File: config.mk
export PLATFORM = sky130hd
export DESIGN_NAME = bus_fifo_pack
export DESIGN_NICKNAME = d
export VERILOG_FILES = /design/src/rtl/bus_fifo_pack.sv
export SDC_FILE = /design/constraint.sdc
export NUM_CORES = 2
export LEC_CHECK = 0
export BUFFER_PORTS_ARGS = -buffer_cell sky130_fd_sc_hd__buf_2
export CORE_UTILIZATION = 25
export DETAILED_ROUTE_END_ITERATION = 8
export GPL_TIMING_DRIVEN = 1
export PLACE_DENSITY_LB_ADDON = 0.12
export SLEW_MARGIN = 20
export SYNTH_ARGS = -nofsm -noshare
export SYNTH_HDL_FRONTEND = slang
export SYNTH_SLANG_ARGS = --single-unit
File: constraint.sdc
create_clock -name clk -period 14.21 [get_ports clk]
set_input_delay 0.7105 -clock clk [delete_from_list [all_inputs] [get_ports clk]]
set_output_delay 0.7105 -clock clk [all_outputs]
set_load 0.1 [all_outputs]
File: src/rtl/bus_fifo_pack.sv
// Packing FIFO: 64-bit lanes in, 128-bit beats out (older lane in the low half).
// A flush lets a trailing odd lane leave as a zero-padded beat.
module bus_fifo_pack #(
  parameter int DEPTH = 32
) (
  input  logic                       clk,
  input  logic                       rst,
  input  logic                       write_en,
  input  logic [63:0]                write_data,
  input  logic                       read_en,
  output logic [127:0]               read_data,
  output logic                       read_data_valid,
  output logic                       read_ready,
  input  logic                       flush,
  output logic                       fifo_full,
  output logic                       fifo_half_full,
  output logic                       fifo_empty,
  output logic [$clog2(DEPTH):0]     word_count,
  output logic                       overflow_err,
  output logic                       underflow_err
);

  localparam int AW = $clog2(DEPTH);
  localparam int CW = AW + 1;

  logic [63:0]   mem [DEPTH];
  logic [AW-1:0] write_ptr;
  logic [AW-1:0] read_ptr;
  logic [AW-1:0] read_ptr_hi;
  logic [CW-1:0] count;
  logic [CW-1:0] count_next;
  logic          flush_pending;
  logic          flush_pending_next;
  logic          wr_acc;
  logic          rd_acc;
  logic          pad;
  logic [63:0]   lane_lo;
  logic [63:0]   lane_hi;

  assign fifo_full      = (count == CW'(DEPTH));
  assign fifo_half_full = (count >= CW'(DEPTH / 2));
  assign fifo_empty     = (count == '0);
  assign word_count     = count;

  assign read_ready = (count >= CW'(2)) || ((count == CW'(1)) && flush_pending);
  assign wr_acc     = write_en && !fifo_full;
  assign rd_acc     = read_en && read_ready;
  assign pad        = (count == CW'(1));

  // Both read addresses see pre-edge contents, so a same-cycle write never feeds the pop.
  assign read_ptr_hi = read_ptr + AW'(1);
  assign lane_lo     = mem[read_ptr];
  assign lane_hi     = mem[read_ptr_hi];

  always_comb begin
    count_next = count;
    if (wr_acc)
      count_next = count_next + CW'(1);
    if (rd_acc)
      count_next = count_next - (pad ? CW'(1) : CW'(2));
  end

  always_comb begin
    flush_pending_next = flush_pending;
    if (count_next == '0)
      flush_pending_next = 1'b0;
    else if (flush)
      flush_pending_next = 1'b1;
  end

  always_ff @(posedge clk) begin
    if (wr_acc)
      mem[write_ptr] <= write_data;
  end

  always_ff @(posedge clk) begin
    if (rst) begin
      write_ptr       <= '0;
      read_ptr        <= '0;
      count           <= '0;
      read_data       <= '0;
      read_data_valid <= 1'b0;
      flush_pending   <= 1'b0;
      overflow_err    <= 1'b0;
      underflow_err   <= 1'b0;
    end else begin
      count           <= count_next;
      flush_pending   <= flush_pending_next;
      read_data_valid <= rd_acc;
      if (wr_acc)
        write_ptr <= write_ptr + AW'(1);
      if (rd_acc) begin
        read_ptr  <= read_ptr + (pad ? AW'(1) : AW'(2));
        read_data <= pad ? {64'h0, lane_lo} : {lane_hi, lane_lo};
      end
      if (write_en && fifo_full)
        overflow_err <= 1'b1;
      if (read_en && !read_ready)
        underflow_err <= 1'b1;
    end
  end

endmodule
; ---- Yosys cells after proc, flatten, opt, wreduce, memory -nomap -nowiden
; Memories as Yosys holds them, arrays and structs flattened. A register that Yosys moved wholly into a read port is not among the register bits.
; Cells that the tools add are included.
[op_classes]
add_sub_neg = 5
n_lt_le_gt_ge = 2
n_eq_ne = 2
muxes = 9
n_reduce_logical = 11
[op_table]
columns = cell, n
row1 = $mux 128, 1
row2 = $logic_not 6->1, 2
row3 = $mux 6, 2
row4 = $add 5x1->5 const B, 2
row5 = $mux 5, 2
row6 = $add 6x1->6 const B, 1
row7 = $eq 6x1->1 const B, 1
row8 = $eq 6x6->1 const B, 1
row9 = $ge 6x2->1 const B, 1
row10 = $ge 6x5->1 const B, 1
row11 = $sub 6x2->6, 1
row12 = $add 5x2->5, 1
row13 = $logic_and 1x1->1, 5
row14 = $mux 2, 2
row15 = $logic_not 1->1, 2
row16 = $mux 1, 2
row17 = $reduce_or 2->1, 1
row18 = $logic_or 1x1->1, 1
[word_totals]
register_bits = 148
ram_bits = 2048
input_bits = 69
output_inout_bits = 141
memories = 1
[memory_table]
columns = memory, depth, width, read_ports, rd_ports_with_merged_regs, wr, line_no
row1 = mem, 32, 64, 2, 1, 1, 26  ; logic [63:0] mem [DEPTH];

; ---- Depth between registers and ports, before layout
[logic_depth]
depth_word = 8
depth_mapped = 15
mapped_depth_nobuf = 14

; ---- Worst setup path after synthesis
; OpenSTA, ideal clock, no wires.
[synth_timing]
path_kind = reg-to-reg
from = register count[0] (netlist: word_count[0])
to = memory mem[31][0] (enable)
arrival_ns = 5.308
setup_slack_ns = 8.415
path_stages_with_launch = 9
n_path_buf = 1
synth_period_minus_slack_ns = 5.795
path_cell_list = dfxtp_1 inv_1 ha_1 nand4bb_1 nor2_1 nor2b_1 buf_2 nand2_1 nor2_1
[synth_via]
elab_chain_len = 5
[synth_lines]
columns = element, line_no
row1 = start: declaration, 30  ; logic [CW-1:0] count;
row2 = start signal: assignment, 87  ; count <= count_next;
row3 = $eq 6x6->1, 40  ; assign fifo_full = (count == CW'(DEPTH));
row4 = net fifo_full, 15  ; output logic fifo_full,
row5 = $logic_not 1->1, 46  ; assign wr_acc = write_en && !fifo_full;
row6 = $logic_and 1x1->1, 46
row7 = $mux 1, 72  ; if (wr_acc)
row8 = $mux 1 (not written as such), 73  ; mem[write_ptr] <= write_data;
row9 = end: declaration, 26
; The timed path passes the listed nets, and every way through them passes these cells.

; ---- Final worst setup path
[layout_timing]
from = register read_ptr[0]
to = register read_data[111]
[layout_via]
elab_chain_len = 3
[layout_lines]
columns = element, line_no
row1 = start: declaration, 28  ; logic [AW-1:0] read_ptr;
row2 = start signal: assignment, 93  ; read_ptr <= read_ptr + (pad ? AW'(1) : AW'(2));
row3 = $add 5x1->5, 51  ; assign read_ptr_hi = read_ptr + AW'(1);
row4 = $mem_v2 32x64, n/a
row5 = $mux 128, 94  ; read_data <= pad ? {64'h0, lane_lo} : {lane_hi, lane_lo};
row6 = end signal: assignment, 94
row7 = end: declaration, 11  ; output logic [127:0] read_data,
; Every way passes these cells.
; A chain may end at the register's enable or synchronous reset.

==> qor.csv <==
metric,value,unit
vias in the first global route,58500,
worst vdd ir,0.000184,V
post-synthesis adder-cell area fraction,0.192,%
startpoint types,flop,
Port Buf Inserts,209,
Synth Instances,5015,
slew margin rel.,21.3,%
Congestion Overflow GR,0,
mapped cell area,0.0988,mm^2
Worst Hold Class,in2reg,
Max Fanout on Critical Path,81,
worst-margin pin slew,1180,ps
total CTS buffers,278,
crit path launch,read_ptr[0],
routed len/inst,34.7,um
Critical Path AT,5730,ps
Hold Startpoint,write_en,
global-route wire length before repair,512000,um
Crit Path Category,reg2reg,
Post-CTS Resized,0,
std cell rows,230,
Layout Nets,5355,
main combinational cell family by area after synthesis,multiplexers,
pin count of the biggest net entering global routing,121,
clk sinks,2201,
asr flop ratio synth,0,%
Post-Syn Nets,5098,
# setup viols final,0,
number of flops mapped to enable cells by yosys,2048,
fin util,29.3,%
Crit path required time,14970,ps
# hold bufs at CTS,0,
Static Leak,34.6,nW
final hold vios,0,
overall routed net length,373000,um
via/cell ratio,5.18,
Achievable Freq,201,MHz
Post-route DRC,0,
Reg-to-Reg Start,read_ptr[0],
routed vias,55600,
router iterations before antenna repair,5,
gr usage total,18.5,%
Final Max Slew Viols,0,
Initial DRC Count,5156,
core area,0.393,mm^2
DIE AREA,0.398,mm^2
post-synthesis xor/xnor area fraction,0.186,%
"Top FF cell, synth",edfxtp_1,
Fin Hold WS,130,ps
proportion of synthesized area in mux cells,26.2,%
Synth cell types,48,
area grow syn2layout,16.7,%
#FFs+latches synth,2201,
Synth Area in Compound Gates,3.06,%
Detail Route Antenna Nets,0,
synthesized area per cell,19.7,um^2
status,"complete, no violations",
clock root buffer,clkbuf_16,
clock latency on the worst-skew pair,900,ps
Max-Cap Viols,0,
Final Wtd Congestion,0.729,
skew final,46.1,ps
clock slew at reported path FFs,60,ps
Ports,210,
CTS tree,built,
die extent in y,631,um
post-CTS setup buffers,0,
"Seq/Total Area, Yosys",65.3,%
unrepaired setup endpoints after global routing,false,
Starting Density,25.2,%
clock tree buffer depth,4,
width of the chip,631,um
Tmin final,4970,ps
Final period util,35.0,%
Sum Neg Setup Slack,0,ps
P per Cell Area,186,mW/mm^2
H-tree levels,5,
DP Wirelength,196000,um
CP Capture Type,flop,
yosys warns,0,
share of layout cells above drive strength 1,34.5,%
simple-gate share of the synthesized area,3.15,%
initial antenna violation count,41,
critical path, stage by stage, from the launching register on:
cell	delay, ps
dfxtp_4	720
ha_4	670
buf_12	550
buf_12	660
buf_4	750
mux4_2	600
mux2i_1	220
a32oi_1	110
a32o_1	280
state kept, by name, summed over array words and instances, names as in the netlist, named ones only:
register	flops
read_data	128
read_data_valid	1
read_ptr	5
word_count	6
underflow_err	1
overflow_err	1
flush_pending	1
write_ptr	5
mem	2048
final cells by class:
| class | count | area [um^2] |
|---|---|---|
| Timing Repair Buffer | 371 | 2440 |
| Fill cell | 38300 | 278000 |
| Multi-Input combinational cell | 2409 | 32700 |
| Sequential cell | 2201 | 64600 |
| Inverter | 11 | 46.3 |
| Clock buffer | 385 | 7740 |
| Antenna cell | 15 | 37.5 |
| Tap cell | 5220 | 6530 |
| Clock inverter | 115 | 1160 |
metal layers:
layer,part of all wire [%],vias up,GRT usage (%)
li1,-,22000,-
met1,44,31400,25.1
met2,49,1777,31.2
met3,5.1,418,2.72
met4,2.2,10,4.15
met5,0.016,-,0
power breakdown:
part           internal [W]  leakage, nW  total (W)  switching, W
combinational       0.00270         10.6    0.00685       0.00415
sequential          0.00731         19.7    0.00758      0.000277
clock               0.00413         4.31    0.00703       0.00290
total                0.0141         34.6     0.0215       0.00733
cell families (layout without fill, tap and decap cells):
group                      after synthesis  in the layout
and+or+nand+nor                        743            743
DFF                                   2201           2201
adders and majority gates               14             14
buffers and inverters                  405            882
muxes                                 1223           1223
AOI/OAI and AO/OA                      408            408
xor gates and xnor gates                21             21
other                                    0             15
final timing paths:
check / endpoint / slack, ps / cells past startpoint
setup / recovery: read_data[111] / 9240 / 8
hold / removal: overflow_err / 130 / 3
setup reg to reg: read_data[111] / 9240 / 8
hold reg to reg: read_data[7] / 430 / 2
synthesized netlist by cell type (2+ instances only):
cell type	n	share of area (%)
edfxtp_1	2048	62
mux4_2	1090	25
nand2_1	527	2.0
clkbuf_1	181	0.69
dfxtp_1	153	3.1
buf_2	133	0.67
mux2i_1	133	1.3
a21oi_1	75	0.38
nand3_1	71	0.36
nor2b_1	66	0.42
a211oi_1	65	0.49
a22oi_1	64	0.49
a31oi_1	63	0.40
a32o_1	63	0.64
a32oi_1	62	0.55
nor2_1	58	0.22
buf_1	46	0.17
buf_4	21	0.16
ha_1	12	0.15
buf_6	11	0.13
inv_1	11	0.042
xor2_1	11	0.098
xnor2_1	10	0.089
nand4_1	4	0.025
o21ai_0	4	0.020
or2_2	3	0.019
a22o_1	2	0.018
and3_1	2	0.013
clkbuf_2	2	0.010
fa_1	2	0.041
nand3b_1	2	0.015
nor3_1	2	0.010
o211ai_1	2	0.015
or3_1	2	0.013
through the flow:
stage	setup WS [ps]	instances	total power, W	instance area [um^2]
after global routing	8760	10700	0.0224	115000
after CTS	8980	10700	0.0218	115000
after global placement	8930	10200	0.0148	106000
after floorplan	8420	5015	0.0128	98800
final	9240	10700	0.0215	115000
after detailed placement	8950	10200	0.0147	106000
cell usage in the layout, fill, tap and decap left out, types with 71 or more instances in the layout:
master and count:
a21oi_1 75, buf_2 209, buf_4 148, clkbuf_1 80
clkbuf_16 288, dfxtp_1 148, edfxtp_1 2048, mux2i_1 133
mux4_2 1090, nand2_1 526, nand3_1 71
No activity file was read; power rests on OpenSTA's default activity.
